## config.mk

```make
export PLATFORM = sky130hd
export DESIGN_NAME = vending_transaction_fsm
export DESIGN_NICKNAME = d
export VERILOG_FILES = /design/src/rtl/vending_pkg.sv /design/src/rtl/cycle_timer.sv /design/src/rtl/vending_transaction_fsm.sv
export SDC_FILE = /design/constraint.sdc
export NUM_CORES = 1
export LEC_CHECK = 0
export CAP_MARGIN = 10
export CORE_MARGIN = 1
export CORE_UTILIZATION = 40
export DETAILED_ROUTE_END_ITERATION = 10
export SYNTH_ARGS = -nofsm -noshare
export SYNTH_HDL_FRONTEND = slang
export SYNTH_HIERARCHICAL = 1
export SYNTH_SLANG_ARGS = --single-unit
```

## constraint.sdc

```tcl
create_clock -name clk0 -period 4.1 [get_ports clk0]
set_clock_uncertainty 0.2 [all_clocks]
set_input_delay 0.41 -clock clk0 [delete_from_list [all_inputs] [get_ports clk0]]
set_output_delay 0.41 -clock clk0 [all_outputs]
set_load 0.02 [all_outputs]
```

## src/rtl/vending_pkg.sv

```systemverilog
// Shared types and constants for the drink vending machine.
// Imported by the transaction controller and the display side.
package vending_pkg;

  localparam int CREDIT_W = 8;
  localparam int TMR_W    = 26;

  typedef enum logic [2:0] {
    S_IDLE,
    S_CREDIT,
    S_DISPENSE,
    S_CHANGE,
    S_FAULT
  } state_t;

  localparam logic [CREDIT_W-1:0] DEF_NOTE0  = 8'd2;
  localparam logic [CREDIT_W-1:0] DEF_NOTE1  = 8'd5;
  localparam logic [CREDIT_W-1:0] DEF_NOTE2  = 8'd10;
  localparam logic [CREDIT_W-1:0] DEF_PRICE0 = 8'd3;
  localparam logic [CREDIT_W-1:0] DEF_PRICE1 = 8'd4;
  localparam logic [CREDIT_W-1:0] DEF_PRICE2 = 8'd6;
  localparam logic [CREDIT_W-1:0] DEF_PRICE3 = 8'd8;
  localparam logic [CREDIT_W-1:0] DEF_CMAX   = 8'd20;

  function automatic logic is_busy(input state_t s);
    return (s == S_DISPENSE) || (s == S_CHANGE) || (s == S_FAULT);
  endfunction

endpackage

```

## src/rtl/cycle_timer.sv

```systemverilog
// Loadable down-counter; done while the count sits at zero.
// Load wins over decrement; the count never wraps below zero.
module cycle_timer #(
  parameter int W = 26
) (
  input  logic         clk,
  input  logic         rst,
  input  logic         i_load,
  input  logic [W-1:0] i_val,
  input  logic         i_en,
  output logic         o_done
);

  logic [W-1:0] r_cnt;

  always_ff @(posedge clk) begin
    if (rst) begin
      r_cnt <= '0;
    end else if (i_load) begin
      r_cnt <= i_val;
    end else if (i_en && (r_cnt != '0)) begin
      r_cnt <= r_cnt - W'(1);
    end
  end

  assign o_done = (r_cnt == '0);

endmodule

```

## src/rtl/vending_transaction_fsm.sv

```systemverilog
// Vending transaction controller: credit, selection, dispense, change.
// All outputs are registered alongside the state.
module vending_transaction_fsm
  import vending_pkg::*;
#(
  parameter logic [CREDIT_W-1:0] NOTE0_VAL    = DEF_NOTE0,
  parameter logic [CREDIT_W-1:0] NOTE1_VAL    = DEF_NOTE1,
  parameter logic [CREDIT_W-1:0] NOTE2_VAL    = DEF_NOTE2,
  parameter logic [CREDIT_W-1:0] PRICE0       = DEF_PRICE0,
  parameter logic [CREDIT_W-1:0] PRICE1       = DEF_PRICE1,
  parameter logic [CREDIT_W-1:0] PRICE2       = DEF_PRICE2,
  parameter logic [CREDIT_W-1:0] PRICE3       = DEF_PRICE3,
  parameter logic [CREDIT_W-1:0] CREDIT_MAX   = DEF_CMAX,
  parameter int unsigned         TIMEOUT_CYC  = 50_000_000,
  parameter int unsigned         DISPENSE_CYC = 25_000_000
) (
  input  logic                clk0,
  input  logic                reset,
  input  logic [3:0]          bt,
  input  logic [2:0]          note_pulse,
  input  logic                cancel,
  input  logic                V_sense,
  output logic [CREDIT_W-1:0] credit,
  output logic [1:0]          drink_sel,
  output logic                dispense,
  output logic [CREDIT_W-1:0] change_val,
  output logic                change_valid,
  output logic                note_reject,
  output logic                price_short,
  output logic                busy
);

  localparam logic [TMR_W-1:0] TO_LOAD = TMR_W'(TIMEOUT_CYC - 1);
  localparam logic [TMR_W-1:0] DS_LOAD = TMR_W'(DISPENSE_CYC - 1);

  state_t              r_state, w_state_n;
  logic [CREDIT_W-1:0] r_credit, w_credit_n;
  logic [CREDIT_W-1:0] r_change, w_change_n;
  logic [1:0]          r_sel, w_sel_n;
  logic                r_disp, w_disp_n;
  logic                r_chg_v, w_chg_v_n;
  logic                r_rej, w_rej_n;
  logic                r_short, w_short_n;
  logic                r_busy;

  logic                w_note_hit, w_bt_hit;
  logic [CREDIT_W-1:0] w_note_val, w_price;
  logic [1:0]          w_bt_idx;
  logic [CREDIT_W:0]   w_sum;
  logic                w_to_load, w_to_en, w_to_done;
  logic                w_ds_load, w_ds_en, w_ds_done;

  assign w_note_hit = |note_pulse;
  assign w_bt_hit   = |bt;

  // Lowest index wins when several pulses coincide.
  always_comb begin
    w_note_val = '0;
    priority case (1'b1)
      note_pulse[0]: w_note_val = NOTE0_VAL;
      note_pulse[1]: w_note_val = NOTE1_VAL;
      note_pulse[2]: w_note_val = NOTE2_VAL;
      default:       w_note_val = '0;
    endcase
  end

  always_comb begin
    w_bt_idx = 2'd0;
    priority case (1'b1)
      bt[0]:   w_bt_idx = 2'd0;
      bt[1]:   w_bt_idx = 2'd1;
      bt[2]:   w_bt_idx = 2'd2;
      bt[3]:   w_bt_idx = 2'd3;
      default: w_bt_idx = 2'd0;
    endcase
  end

  always_comb begin
    w_price = PRICE0;
    unique case (w_bt_idx)
      2'd0: w_price = PRICE0;
      2'd1: w_price = PRICE1;
      2'd2: w_price = PRICE2;
      2'd3: w_price = PRICE3;
      default: w_price = PRICE0;
    endcase
  end

  assign w_sum   = {1'b0, r_credit} + {1'b0, w_note_val};
  assign w_to_en = (r_state == S_CREDIT);
  assign w_ds_en = (r_state == S_DISPENSE);

  always_comb begin
    w_state_n  = r_state;
    w_credit_n = r_credit;
    w_sel_n    = r_sel;
    w_disp_n   = 1'b0;
    w_change_n = '0;
    w_chg_v_n  = 1'b0;
    w_rej_n    = 1'b0;
    w_short_n  = 1'b0;
    w_to_load  = 1'b0;
    w_ds_load  = 1'b0;
    if (V_sense && (r_state != S_FAULT)) begin
      w_state_n  = S_FAULT;
      w_credit_n = '0;
      w_change_n = r_credit;
      w_chg_v_n  = (r_credit != '0);
    end else begin
      unique case (r_state)
        S_IDLE: begin
          if (w_note_hit) begin
            w_credit_n = w_note_val;
            w_state_n  = S_CREDIT;
            w_to_load  = 1'b1;
          end else if (w_bt_hit) begin
            w_short_n = 1'b1;
          end
        end
        S_CREDIT: begin
          if (cancel) begin
            w_state_n  = S_CHANGE;
            w_change_n = r_credit;
            w_chg_v_n  = 1'b1;
            w_credit_n = '0;
          end else if (w_note_hit) begin
            w_to_load = 1'b1;
            if (w_sum <= {1'b0, CREDIT_MAX}) begin
              w_credit_n = w_sum[CREDIT_W-1:0];
            end else begin
              w_rej_n = 1'b1;
            end
          end else if (w_bt_hit) begin
            if (r_credit >= w_price) begin
              w_sel_n    = w_bt_idx;
              w_credit_n = r_credit - w_price;
              w_state_n  = S_DISPENSE;
              w_disp_n   = 1'b1;
              w_ds_load  = 1'b1;
            end else begin
              w_short_n = 1'b1;
              w_to_load = 1'b1;
            end
          end else if (w_to_done) begin
            w_state_n  = S_CHANGE;
            w_change_n = r_credit;
            w_chg_v_n  = 1'b1;
            w_credit_n = '0;
          end
        end
        S_DISPENSE: begin
          w_rej_n = w_note_hit;
          if (w_ds_done) begin
            w_state_n  = S_CHANGE;
            w_change_n = r_credit;
            w_chg_v_n  = 1'b1;
            w_credit_n = '0;
          end else begin
            w_disp_n = 1'b1;
          end
        end
        S_CHANGE: begin
          w_state_n  = S_IDLE;
          w_credit_n = '0;
        end
        S_FAULT: begin
          w_rej_n = w_note_hit;
          if (!V_sense) w_state_n = S_IDLE;
        end
        default: w_state_n = S_IDLE;
      endcase
    end
  end

  always_ff @(posedge clk0) begin
    if (reset) begin
      r_state  <= S_IDLE;
      r_credit <= '0;
      r_change <= '0;
      r_sel    <= '0;
      r_disp   <= 1'b0;
      r_chg_v  <= 1'b0;
      r_rej    <= 1'b0;
      r_short  <= 1'b0;
      r_busy   <= 1'b0;
    end else begin
      r_state  <= w_state_n;
      r_credit <= w_credit_n;
      r_change <= w_change_n;
      r_sel    <= w_sel_n;
      r_disp   <= w_disp_n;
      r_chg_v  <= w_chg_v_n;
      r_rej    <= w_rej_n;
      r_short  <= w_short_n;
      r_busy   <= is_busy(w_state_n);
    end
  end

  cycle_timer #(.W(TMR_W)) u_timeout (
    .clk    (clk0),
    .rst    (reset),
    .i_load (w_to_load),
    .i_val  (TO_LOAD),
    .i_en   (w_to_en),
    .o_done (w_to_done)
  );

  cycle_timer #(.W(TMR_W)) u_disp (
    .clk    (clk0),
    .rst    (reset),
    .i_load (w_ds_load),
    .i_val  (DS_LOAD),
    .i_en   (w_ds_en),
    .o_done (w_ds_done)
  );

  assign credit       = r_credit;
  assign drink_sel    = r_sel;
  assign dispense     = r_disp;
  assign change_val   = r_change;
  assign change_valid = r_chg_v;
  assign note_reject  = r_rej;
  assign price_short  = r_short;
  assign busy         = r_busy;

endmodule

```

==> results.json <==
{
  "outcome": "completed",
  "synthDominantCellAreaShare_pct": 29.9,
  "rsz0062_at_grt": "no",
  "antenna-diode-count": 0,
  "cts_hold_repair.buffers": 0,
  "worst-slew-pin-transition_ns": 0.918,
  "floorplan.die_area_mm2": 0.0135,
  "core_area_mm2": 0.0127,
  "clock_tree.buffer_depth": 2,
  "p_per_area_mw_per_mm2": 311,
  "remaining_drc_errors": 0,
  "hold_path_end": "drink_sel[1]",
  "hold_depth": 2,
  "leakagePower_uw": 0.00237,
  "vias_per_instance": 5.52,
  "layout_worst_path_cycle_share_pct": 89.4,
  "floorplan.io_pins": 34,
  "min-delay-path-class": "input pin to flip-flop",
  "yosysTopAreaCell": "dfxtp_1",
  "die_x_um": 116,
  "maxSlewViolCount": 0,
  "synthMostInstantiatedCell": "nor2_1",
  "grt_pass1_vias": 4591,
  "clkLatencyLatePin_ns": 0.34,
  "rrSetupSlack_ns": 0.88,
  "postCtsResizedCells": 0,
  "critPathArrivalTime_ns": 3.70,
  "cts_setup_buffers": 0,
  "setup_violations": 0,
  "maxCapViolCount": 0,
  "worstPathRequired_ns": 4.13,
  "timing_worst_setup_path_type": "input pin to flip-flop",
  "setup.worst_path.start_class": "input pin",
  "drt-wirelength-per-cell_um": 14.6,
  "synth_async_sr_flop_share_pct": 0,
  "achievable-frequency_mhz": 273,
  "cts_tree": "done",
  "max_slew_margin_pct": 38.8,
  "netlist_instances": 633,
  "clkTransAtPathRegs_ns": 0.06,
  "detail-route-antenna-nets": 0,
  "synth.top_cells.by_count": "nor2_1 (79), dfxtp_1 (78), inv_1 (40)",
  "clock_sinks": 78,
  "die_height_um": 116,
  "cts-root-buf": "clkbuf_16",
  "start_util_pct": 41.2,
  "dpl.hpwl_mm": 9.10,
  "worst_r2r_path_depth": 10,
  "fin_setup_tns_ns": 0,
  "hold_viol_final": 0,
  "finalCoreUtilization_pct": 48.9,
  "final_nets": 734,
  "detail_route.first_pass.iterations": 5,
  "timing.rr.end": "change_valid",
  "wirelength_mm": 12.9,
  "yosys_register_bits": 78,
  "crit_path_max_fanout": 28,
  "detailroute.via_count": 4883,
  "final.hold.worst_slack_ns": 0.309,
  "grt_max_degree": 41,
  "drt_first_iter_violations": 257,
  "rr_startpoint": "u_timeout/r_cnt[0]",
  "grt_pass1_wl_mm": 21.9,
  "worst_ir_drop_vdd_mv": 0.174,
  "ctsHtreeMaxLevel": 3,
  "initial_antenna_violation_count": 0,
  "syn_avg_cell_area_um2": 8.25,
  "synth_edf_count": 0,
  "synthDistinctLibCells": 68,
  "std_cell_rows": 41,
  "final_min_period_ns": 3.67,
  "post_synthesis_cell_area_mm2": 0.00522,
  "dominantRegCellSynth": "dfxtp_1",
  "setup.worst_path.end_class": "flip-flop",
  "yosys-top-cells-area": "dfxtp_1 (30%), nor2_1 (5.7%), a2111oi_0 (3.4%)",
  "grt.overflow.total": 0,
  "clock_buffers_created_by_tritoncts": 9,
  "gp_congestion": 0.826,
  "gr-usage-all-layers_pct": 20.4,
  "area_growth_syn_to_layout_pct": 18.7,
  "synth_seq_area_share_pct": 29.9,
  "yosys_warnings": 6,
  "hold_path.startpoint": "reset",
  "placement.io_buffers": 33,
  "drive_above_1_share_pct": 8.98
}
==> critical path, stage by stage <==
cell,delay [ns]
clkdlybuf4s50_1,0.52
inv_1,0.05
a21oi_1,0.17
nor2_1,0.08
inv_1,0.06
ha_1,0.14
ha_1,0.16
inv_1,0.05
fa_1,0.40
a21o_1,0.19
a21oi_1,0.20
nand3_1,0.12
nor2_1,0.15
o21a_1,0.14
buf_4,0.28
or2_2,0.17
a41oi_1,0.04
a2111oi_0,0.35
==> area by class of cell <==
type,count,area (um^2)
fill,1268,6470
multi-input combinational,528,3530
sequential,78,1560
timing repair buffer,50,465
clock buffer,14,264
tap,172,215
inverter,42,158
clock inverter,1,5.00
==> cell families (layout without fill, tap and decap cells) <==
family | after synthesis | in the layout | synth area share (%)
other | 2 | 52 | 0.144
muxes | 13 | 13 | 2.49
and+or+nand+nor | 268 | 268 | 29.7
adders and majority gates | 14 | 14 | 3.64
xor gates and xnor gates | 19 | 19 | 3.19
buffers and inverters | 77 | 107 | 6.13
DFF | 78 | 78 | 29.9
AOI/OAI and AO/OA | 162 | 162 | 24.8
==> metal layers <==
layer | track usage (%) | routed length [um] | vias up
met5 | 0 | 0 | -
met4 | 5.47 | 146 | 0
met3 | 5.45 | 431 | 14
met2 | 34.0 | 6100 | 67
met1 | 25.9 | 6210 | 2317
li1 | - | - | 2485
==> layout by cell type (no fill, tap or decap), drive strengths merged, types with 7 or more instances in the layout <==
| master | n |
|---|---|
| a2111oi | 23 |
| a211oi | 24 |
| a21oi | 23 |
| a311oi | 18 |
| and2 | 7 |
| and3 | 9 |
| and4 | 15 |
| buf | 18 |
| clkbuf | 14 |
| clkdlybuf4s50 | 32 |
| conb | 52 |
| dfxtp | 78 |
| ha | 12 |
| inv | 40 |
| mux2i | 13 |
| nand2 | 28 |
| nor2 | 79 |
| nor2b | 16 |
| nor3 | 25 |
| nor4 | 18 |
| o21a | 8 |
| o21ai | 19 |
| o31ai | 7 |
| or2 | 7 |
| or3 | 22 |
| or4 | 14 |
| xnor2 | 17 |
==> flip-flops by register name (all words and copies together) (netlist names) <==
name,cells
price_short,1
change_valid,1
note_reject,1
change_val,8
busy,1
dispense,1
u_timeout/r_cnt,26
r_state,3
u_disp/r_cnt,26
credit,8
drink_sel,2
==> per-stage QoR <==
stage	std cells	setup WS [ns]	total power [uW]	instance area, um^2
floorplan	683	0.449	1090	5410
global placement	870	0.191	1180	5930
detailed placement	870	0.0871	1190	5930
CTS	885	0.443	1950	6200
global route	885	0.155	2030	6200
finish	885	0.433	1930	6200
==> power breakdown <==
| part | leakage [uW] | switching (uW) | internal, uW |
|---|---|---|---|
| registers | 0.000635 | 38.9 | 790 |
| logic | 0.00160 | 208 | 140 |
| clock network | 0.000133 | 312 | 440 |
| total | 0.00237 | 558 | 1370 |
==> how the worst max path moves through the flow <==
stage / start / endpoint / slack, ns / cells after the start
6_report: bt[2] / u_timeout/r_cnt[25] / 0.43 / 18
5_1_grt: bt[2] / u_timeout/r_cnt[13] / 0.16 / 17
4_1_cts: bt[2] / u_timeout/r_cnt[7] / 0.44 / 17
3_5_place_dp: bt[2] / u_timeout/r_cnt[25] / 0.09 / 18
3_3_place_gp: bt[2] / u_timeout/r_cnt[25] / 0.19 / 18
2_1_floorplan: bt[2] / u_timeout/r_cnt[9] / 0.45 / 18
(Power assumes the default switching activity.)
